$ cat src/rtl/mac_seq_pkg.sv
// Shared arithmetic package: default operand/accumulator/length widths and
// the dot-product sequencer state encoding.
package mac_seq_pkg;

  localparam int unsigned DW_DEF   = 16;
  localparam int unsigned ACCW_DEF = 40;
  localparam int unsigned LENW_DEF = 8;

  typedef enum logic [2:0] {
    S_IDLE,
    S_CLR,
    S_RUN,
    S_DRAIN,
    S_OUT
  } state_e;

endpackage

$ cat src/rtl/mac_seq.sv
// Dot-product sequencer: feeds operand pairs to an external MAC, waits for
// its pipeline to settle, then presents the accumulator as a result.
module mac_seq
  import mac_seq_pkg::*;
#(
  parameter int unsigned DW   = DW_DEF,
  parameter int unsigned ACCW = ACCW_DEF,
  parameter int unsigned LENW = LENW_DEF
) (
  input  logic            clk,
  input  logic            rst,
  input  logic            start,
  input  logic [LENW-1:0] len,
  output logic            busy,
  input  logic            in_valid,
  output logic            in_ready,
  input  logic [DW-1:0]   in_a,
  input  logic [DW-1:0]   in_b,
  output logic            mac_clear,
  output logic            mac_en,
  output logic [DW-1:0]   mac_a,
  output logic [DW-1:0]   mac_b,
  input  logic [ACCW-1:0] mac_acc,
  output logic            res_valid,
  input  logic            res_ready,
  output logic [ACCW-1:0] res_data
);

  state_e          state_q, state_d;
  logic [LENW-1:0] rem_q, rem_d;
  logic            drain_q, drain_d;
  logic            mac_clear_q, mac_clear_d;
  logic            mac_en_q, mac_en_d;
  logic [DW-1:0]   mac_a_q, mac_a_d;
  logic [DW-1:0]   mac_b_q, mac_b_d;
  logic [ACCW-1:0] res_data_q, res_data_d;
  logic            accept;

  assign accept = in_valid & (state_q == S_RUN);

  always_ff @(posedge clk) begin
    if (rst) state_q <= S_IDLE;
    else     state_q <= state_d;
  end

  always_comb begin
    state_d = state_q;
    rem_d   = rem_q;
    drain_d = 1'b0;
    case (state_q)
      S_IDLE: begin
        if (start) begin
          rem_d   = len;
          state_d = S_CLR;
        end
      end
      S_CLR:   state_d = (rem_q != '0) ? S_RUN : S_DRAIN;
      S_RUN: begin
        if (accept) begin
          rem_d = rem_q - LENW'(1);
          if (rem_q == LENW'(1)) state_d = S_DRAIN;
        end
      end
      // Two drain cycles cover the registered enable plus the MAC's own register.
      S_DRAIN: begin
        if (drain_q) state_d = S_OUT;
        else         drain_d = 1'b1;
      end
      S_OUT:   if (res_ready) state_d = S_IDLE;
      default: state_d = S_IDLE;
    endcase
  end

  always_comb begin
    busy        = (state_q != S_IDLE);
    in_ready    = (state_q == S_RUN);
    res_valid   = (state_q == S_OUT);
    mac_clear_d = (state_q == S_CLR);
    mac_en_d    = accept;
    mac_a_d     = accept ? in_a : '0;
    mac_b_d     = accept ? in_b : '0;
    res_data_d  = res_data_q;
    if (state_q == S_DRAIN && drain_q) res_data_d = mac_acc;
  end

  always_ff @(posedge clk) begin
    if (rst) begin
      rem_q       <= '0;
      drain_q     <= 1'b0;
      mac_clear_q <= 1'b0;
      mac_en_q    <= 1'b0;
      mac_a_q     <= '0;
      mac_b_q     <= '0;
      res_data_q  <= '0;
    end else begin
      rem_q       <= rem_d;
      drain_q     <= drain_d;
      mac_clear_q <= mac_clear_d;
      mac_en_q    <= mac_en_d;
      mac_a_q     <= mac_a_d;
      mac_b_q     <= mac_b_d;
      res_data_q  <= res_data_d;
    end
  end

  assign mac_clear = mac_clear_q;
  assign mac_en    = mac_en_q;
  assign mac_a     = mac_a_q;
  assign mac_b     = mac_b_q;
  assign res_data  = res_data_q;

endmodule

$ cat config.mk
export PLATFORM = sky130hd
export DESIGN_NAME = mac_seq
export DESIGN_NICKNAME = d
export VERILOG_FILES = /design/src/rtl/mac_seq_pkg.sv /design/src/rtl/mac_seq.sv
export SDC_FILE = /design/constraint.sdc
export NUM_CORES = 1
export LEC_CHECK = 0
export CORE_UTILIZATION = 42
export DETAILED_ROUTE_END_ITERATION = 12
export PLACE_DENSITY = 0.83
export SLEW_MARGIN = 0
export SYNTH_ARGS = -nofsm -noshare
export SYNTH_HDL_FRONTEND = slang
export SYNTH_SLANG_ARGS = --single-unit
$ cat constraint.sdc
create_clock -name clk -period 3.5 [get_ports clk]
set_input_delay 0.525 -clock clk [delete_from_list [all_inputs] [get_ports clk]]
set_output_delay 0.525 -clock clk [all_outputs]
set_load 0.05 [all_outputs]
### After elaboration in Yosys (flattened, before gate mapping)

Index checks and enable logic that the tools add are counted.

* add/sub/neg operators: 1
* eq/ne operators: 10
* mux-type cells: 11
* bitwise gates (word level): 3
* reduce and logical (&&, ||, !) cells: 9

Operator list (count)
* $mux W8: 2
* $pmux W8 S2: 1
* $mux W3: 5
* $pmux W3 S5: 1
* $eq A8 B1 Y1 const B: 1
* $reduce_bool A8 Y1: 1
* $sub A8 B1 Y8 const B: 1
* $eq A3 B2 Y1 const B: 2
* $ne A2 B1 Y1 const B: 3
* $reduce_and A5 Y1: 1
* $ne A2 B2 Y1 const B: 2
* $reduce_or A2 Y1: 2
* $eq A3 B1 Y1 const B: 1
* $eq A3 B3 Y1 const B: 1
* $logic_not A3 Y1: 1
* $reduce_and A3 Y1: 1
* $reduce_bool A3 Y1: 1
* $mux W1: 2
* $not A1 Y1: 2
* $reduce_bool A2 Y1: 1
* $and A1 B1 Y1: 1
* $logic_and A1 B1 Y1: 1

* register bits after elaboration: 86
* bits of input ports: 85
* output and inout port bits: 77
* logic and storage cells: 42

### Depth between registers and ports, before layout

Gate-level depths: netlist of run 1.

* depth in word-level cells: 4
* depth in mapped cells: 7
* depth with buffers taken out: 6

### Least setup slack after synthesis of run 1

Ideal clock, no wire load.

* kind: reg-to-reg
* start point: register state_q[2]
* end point: register rem_q[7]
* setup time: 87 ps
* arrival: 1634 ps
* data required time: 3413 ps
* path slack: 1779 ps
* stages on the path, launching flop included: 8
* path buffers: 2
* period minus slack after synthesis: 1721 ps
* path through: dfxtp_1 buf_6 or3b_1 buf_2 inv_2 o21ai_1 a211o_1 o31ai_1

* cells in the longest elaborated chain, start to end: 4
* elaborated cells between the ends (all ways): 8

RTL lines
* start: declaration: line mac_seq.sv:29 `state_e state_q, state_d;`
* start signal: assignment: line mac_seq.sv:43 `else state_q <= state_d;`
* $eq A3 B2 Y1 (*)
* via in_ready: line mac_seq.sv:16 `output logic in_ready,`
* $and A1 B1 Y1: line mac_seq.sv:39 `assign accept = in_valid & (state_q == S_RUN);`
* $ne A2 B1 Y1 (no source line)
* $reduce_and A3 Y1 (no source line)
* end signal: assignment: line mac_seq.sv:96 `rem_q <= rem_d;`
* end: declaration: line mac_seq.sv:30 `logic [LENW-1:0] rem_q, rem_d;`

Mark *: on every way through the listed nets, which the timed path passes. The rest lies on a longest branch.
A chain may end at the register's enable or synchronous reset.

### Worst setup path in the final report of run 1

* start point: register state_q[1]
* end point: output in_ready

* cells in the longest elaborated chain, start to end: 1

RTL lines
* $eq A3 B2 Y1: line mac_seq.sv:76 `in_ready = (state_q == S_RUN);`
* end: declaration: line mac_seq.sv:16

Every way passes these cells.

==> reports/results.txt, run 1 <==
area grow syn2layout: 59.8%
Crit. End Element: primary output
final hold viol count: 0
Seq/Total Area, Yosys: 56.3%
maximum fanout along the worst path: 16
CTS tree: yes
Fin Clk Skew: 0.00757 ns
net count of the mapped netlist: 430
Residual DRC: 0
final WL: 8040 um
largest cells by area after synthesis: dfxtp_1 56%, nand2_1 10%, a21oi_1 8.7%, and2_1 7.0%, clkbuf_1 2.0%
first-pass GRT wire length: 12300 um
Leakage: 0.00175 uW
initial drt markers: 123
CP Class: flip-flop to primary output
Worst EP required: 2.97 ns
worst r2r src: state_q[1]
final worst setup slack: 0.435 ns
vias in the first global route: 2602
die footprint: 7630 um2
post-synthesis cell type count: 36
grt ovf: 0
port bufs: 161
simple-gate share of the synthesized area: 24.7%
Critical Path Source: state_q[1]
largest net degree at the start of global routing: 58
Placer Congestion: 0.825
die height: 87.3 um
Hold Crit Start: res_data[39]
share of layout cells above drive strength 1: 4.43%
Adder-Cell Fraction of Synth Area: 1.23%
I/O pins: 162
CTS hold repair buffers: 0
count of final setup violators: 0
Syn Std Cell Area: 3060 um2
clock root buffer: clkbuf_8
Final TNS setup: 0 ns
vias: 2821
average vias per placed instance: 4.76
Startpoint Class: flip-flop
final slew viol count: 0
Worst-Margin Slew: 1.04 ns
leading area contributor after synthesis: dfxtp_1
mux contribution to synthesized area: 0.327%
core area: 6910 um2
Chip Width: 87.3 um
clock buffer depth: 2
Rel. slew slack: 30.6%
Worst Path Arrival: 2.54 ns
antenna-violating nets left: 0
post-CTS setup buffer count: 0
run status: finished clean
Yosys reg bits: 86
fin nets: 580
Skew-Pair Late Insertion Delay: 0.34 ns
post-route clock period utilization: 87.6%
Hold Path Class: flip-flop to flip-flop
Starting Density: 44.3%
Post-Synth XOR/XNOR Area: 0%
compound-cell area share of the yosys netlist: 12.5%
Tmin final: 3.07 ns
Tot GR Track Use: 21.2%
PwrDens: 440 nW/um2
CTS H-tree lvls: 3
RSZ-0062 raised after global routing: false
Row Count: 30
CTS resizes: 0
Syn Inst Count: 342
max frequency: 326 MHz
synth warn: 0
Clock Sinks: 86
Post-Place Worst Slack: 0.794 ns
dpl cells: 577
clock-pin slew on the worst setup and hold paths: 0.08 ns
synthesized area per cell: 8.94 um2
main combinational cell family by area after synthesis: simple AND/OR/NAND/NOR gates
initial antenna violation count: 0
Worst IR Drop VDD: 0.000187 V
maxcap violations: 0
1st-pass router iterations: 4
clock buffer count from CTS: 9
Post-Layout Cell Count: 593
wire per inst: 13.6 um
share of the synthesized area in the top cell type: 56.3%
n_diodes: 0
post-DP HPWL: 5710 um
## synth_stat cells (all sizes together)
cell type / count
nand4: 1
o211ai: 1
buf: 8
nor4: 2
clkbuf: 16
or3b: 1
and4b: 1
a22oi: 1
nand2: 83
o22ai: 1
nand4b: 1
nor2: 9
nor3b: 1
mux2i: 1
a211o: 1
or3: 4
a31oi: 1
dfxtp: 86
a211oi: 2
nor3: 6
o31ai: 1
ha: 3
a21oi: 53
o32ai: 3
and3: 2
o21ai: 5
nand2b: 7
inv: 5
or4: 2
and2: 34
## report_power, final
group	switching [uW]	internal [uW]	leakage, uW
clock	344	423	0.000110
sequential	27.1	1010	0.000695
combinational	180	169	0.000949
total	550	1600	0.00175
## layer usage
metal	global-route usage, %	wire (um)	vias up
li1	-	-	1419
met1	24.2	3270	1263
met2	36.3	3870	131
met3	8.72	809	8
met4	5.81	81	0
met5	0	0	-
## cell usage in the layout (no fill, tap or decap), types with 2 or more instances in the layout
cell             netlist  routed
a21oi_1               53      53
and3_1                 2       2
o32ai_1                2       2
nor4_1                 2       2
nand2b_1               7       7
or3_1                  4       4
bufinv_16              0       2
clkbuf_8               0      10
inv_1                  4       4
or4_1                  2       2
nor3_1                 5       5
buf_4                  1       2
clkdlybuf4s50_1        0     160
nor2_1                 9       9
ha_1                   3       3
o21ai_0                4       4
a211oi_1               2       2
dfxtp_1               86      86
nand2_1               83      83
and2_1                34      34
## kinds of logic (layout without fill, tap and decap cells)
logic type | count (synthesis) | in the layout
mux | 1 | 1
fa+ha+maj | 3 | 3
simple gates | 154 | 154
buf+inv | 29 | 184
compound gates | 69 | 69
flops | 86 | 86
## critical path, cell delays in order (launching register included)
cell and delay, ns:
dfxtp_1 0.49, or3b_1 0.65, inv_2 0.24, clkdlybuf4s50_1 0.83
## worst paths after layout
path / slack [ns] / endpoint / depth (start not counted)
worst max-delay path: 0.43 / in_ready / 3
worst min-delay path: 0.46 / res_data[39] / 2
worst max register to register: 1.28 / mac_b[6] / 3
worst min register to register: 0.46 / res_data[39] / 2
## stage by stage
| stage | hold WS, ns | power (uW) | instance area, um2 | utilization, % |
|---|---|---|---|---|
| 6_report | 0.456 | 2150 | 4890 | 70.8 |
| 5_1_grt | 0.480 | 2260 | 4890 | 70.8 |
| 4_1_cts | 0.458 | 2170 | 4890 | 70.8 |
| 3_5_place_dp | 0.446 | 1410 | 4670 | 67.6 |
| 3_3_place_gp | 0.441 | 1400 | 4670 | 67.6 |
| 2_1_floorplan | 0.441 | 1260 | 3060 | - |
## layout make-up
type                            instances  area (um2)
Fill cell                             571        2020
Sequential cell                        86        1720
Timing Repair Buffer                  163        1620
Multi-Input combinational cell        227        1180
Clock buffer                           11         141
Tap cell                               96         120
Clock inverter                          5        81.3
Inverter                                5        18.8
## state kept, by name (all words and copies together), names as in the netlist
register and cells:
rem_q 8, res_data 40, mac_en 1, mac_clear 1, drain_q 1, mac_a 16
mac_b 16, state_q 3
No activity file was read; power rests on OpenSTA's default activity.
==> run 2, diff against run 1 <==
--- a/config.mk
+++ b/config.mk
@@ -5,6 +5,7 @@
 export SDC_FILE = /design/constraint.sdc
 export NUM_CORES = 1
 export LEC_CHECK = 0
+export CAP_MARGIN = 20
 export CORE_UTILIZATION = 42
 export DETAILED_ROUTE_END_ITERATION = 12
 export PLACE_DENSITY = 0.83
==> results of run 2 <==
Same layout as run 1: the final DEF is identical, and so are final timing and power.
==> run 3, diff against run 2 <==
--- a/config.mk
+++ b/config.mk
@@ -7,6 +7,7 @@
 export LEC_CHECK = 0
 export CAP_MARGIN = 20
 export CORE_UTILIZATION = 42
+export CTS_CLUSTER_SIZE = 25
 export DETAILED_ROUTE_END_ITERATION = 12
 export PLACE_DENSITY = 0.83
 export SLEW_MARGIN = 0
==> results of run 3 <==
Same layout as run 1: the final DEF is identical, and so are final timing and power.
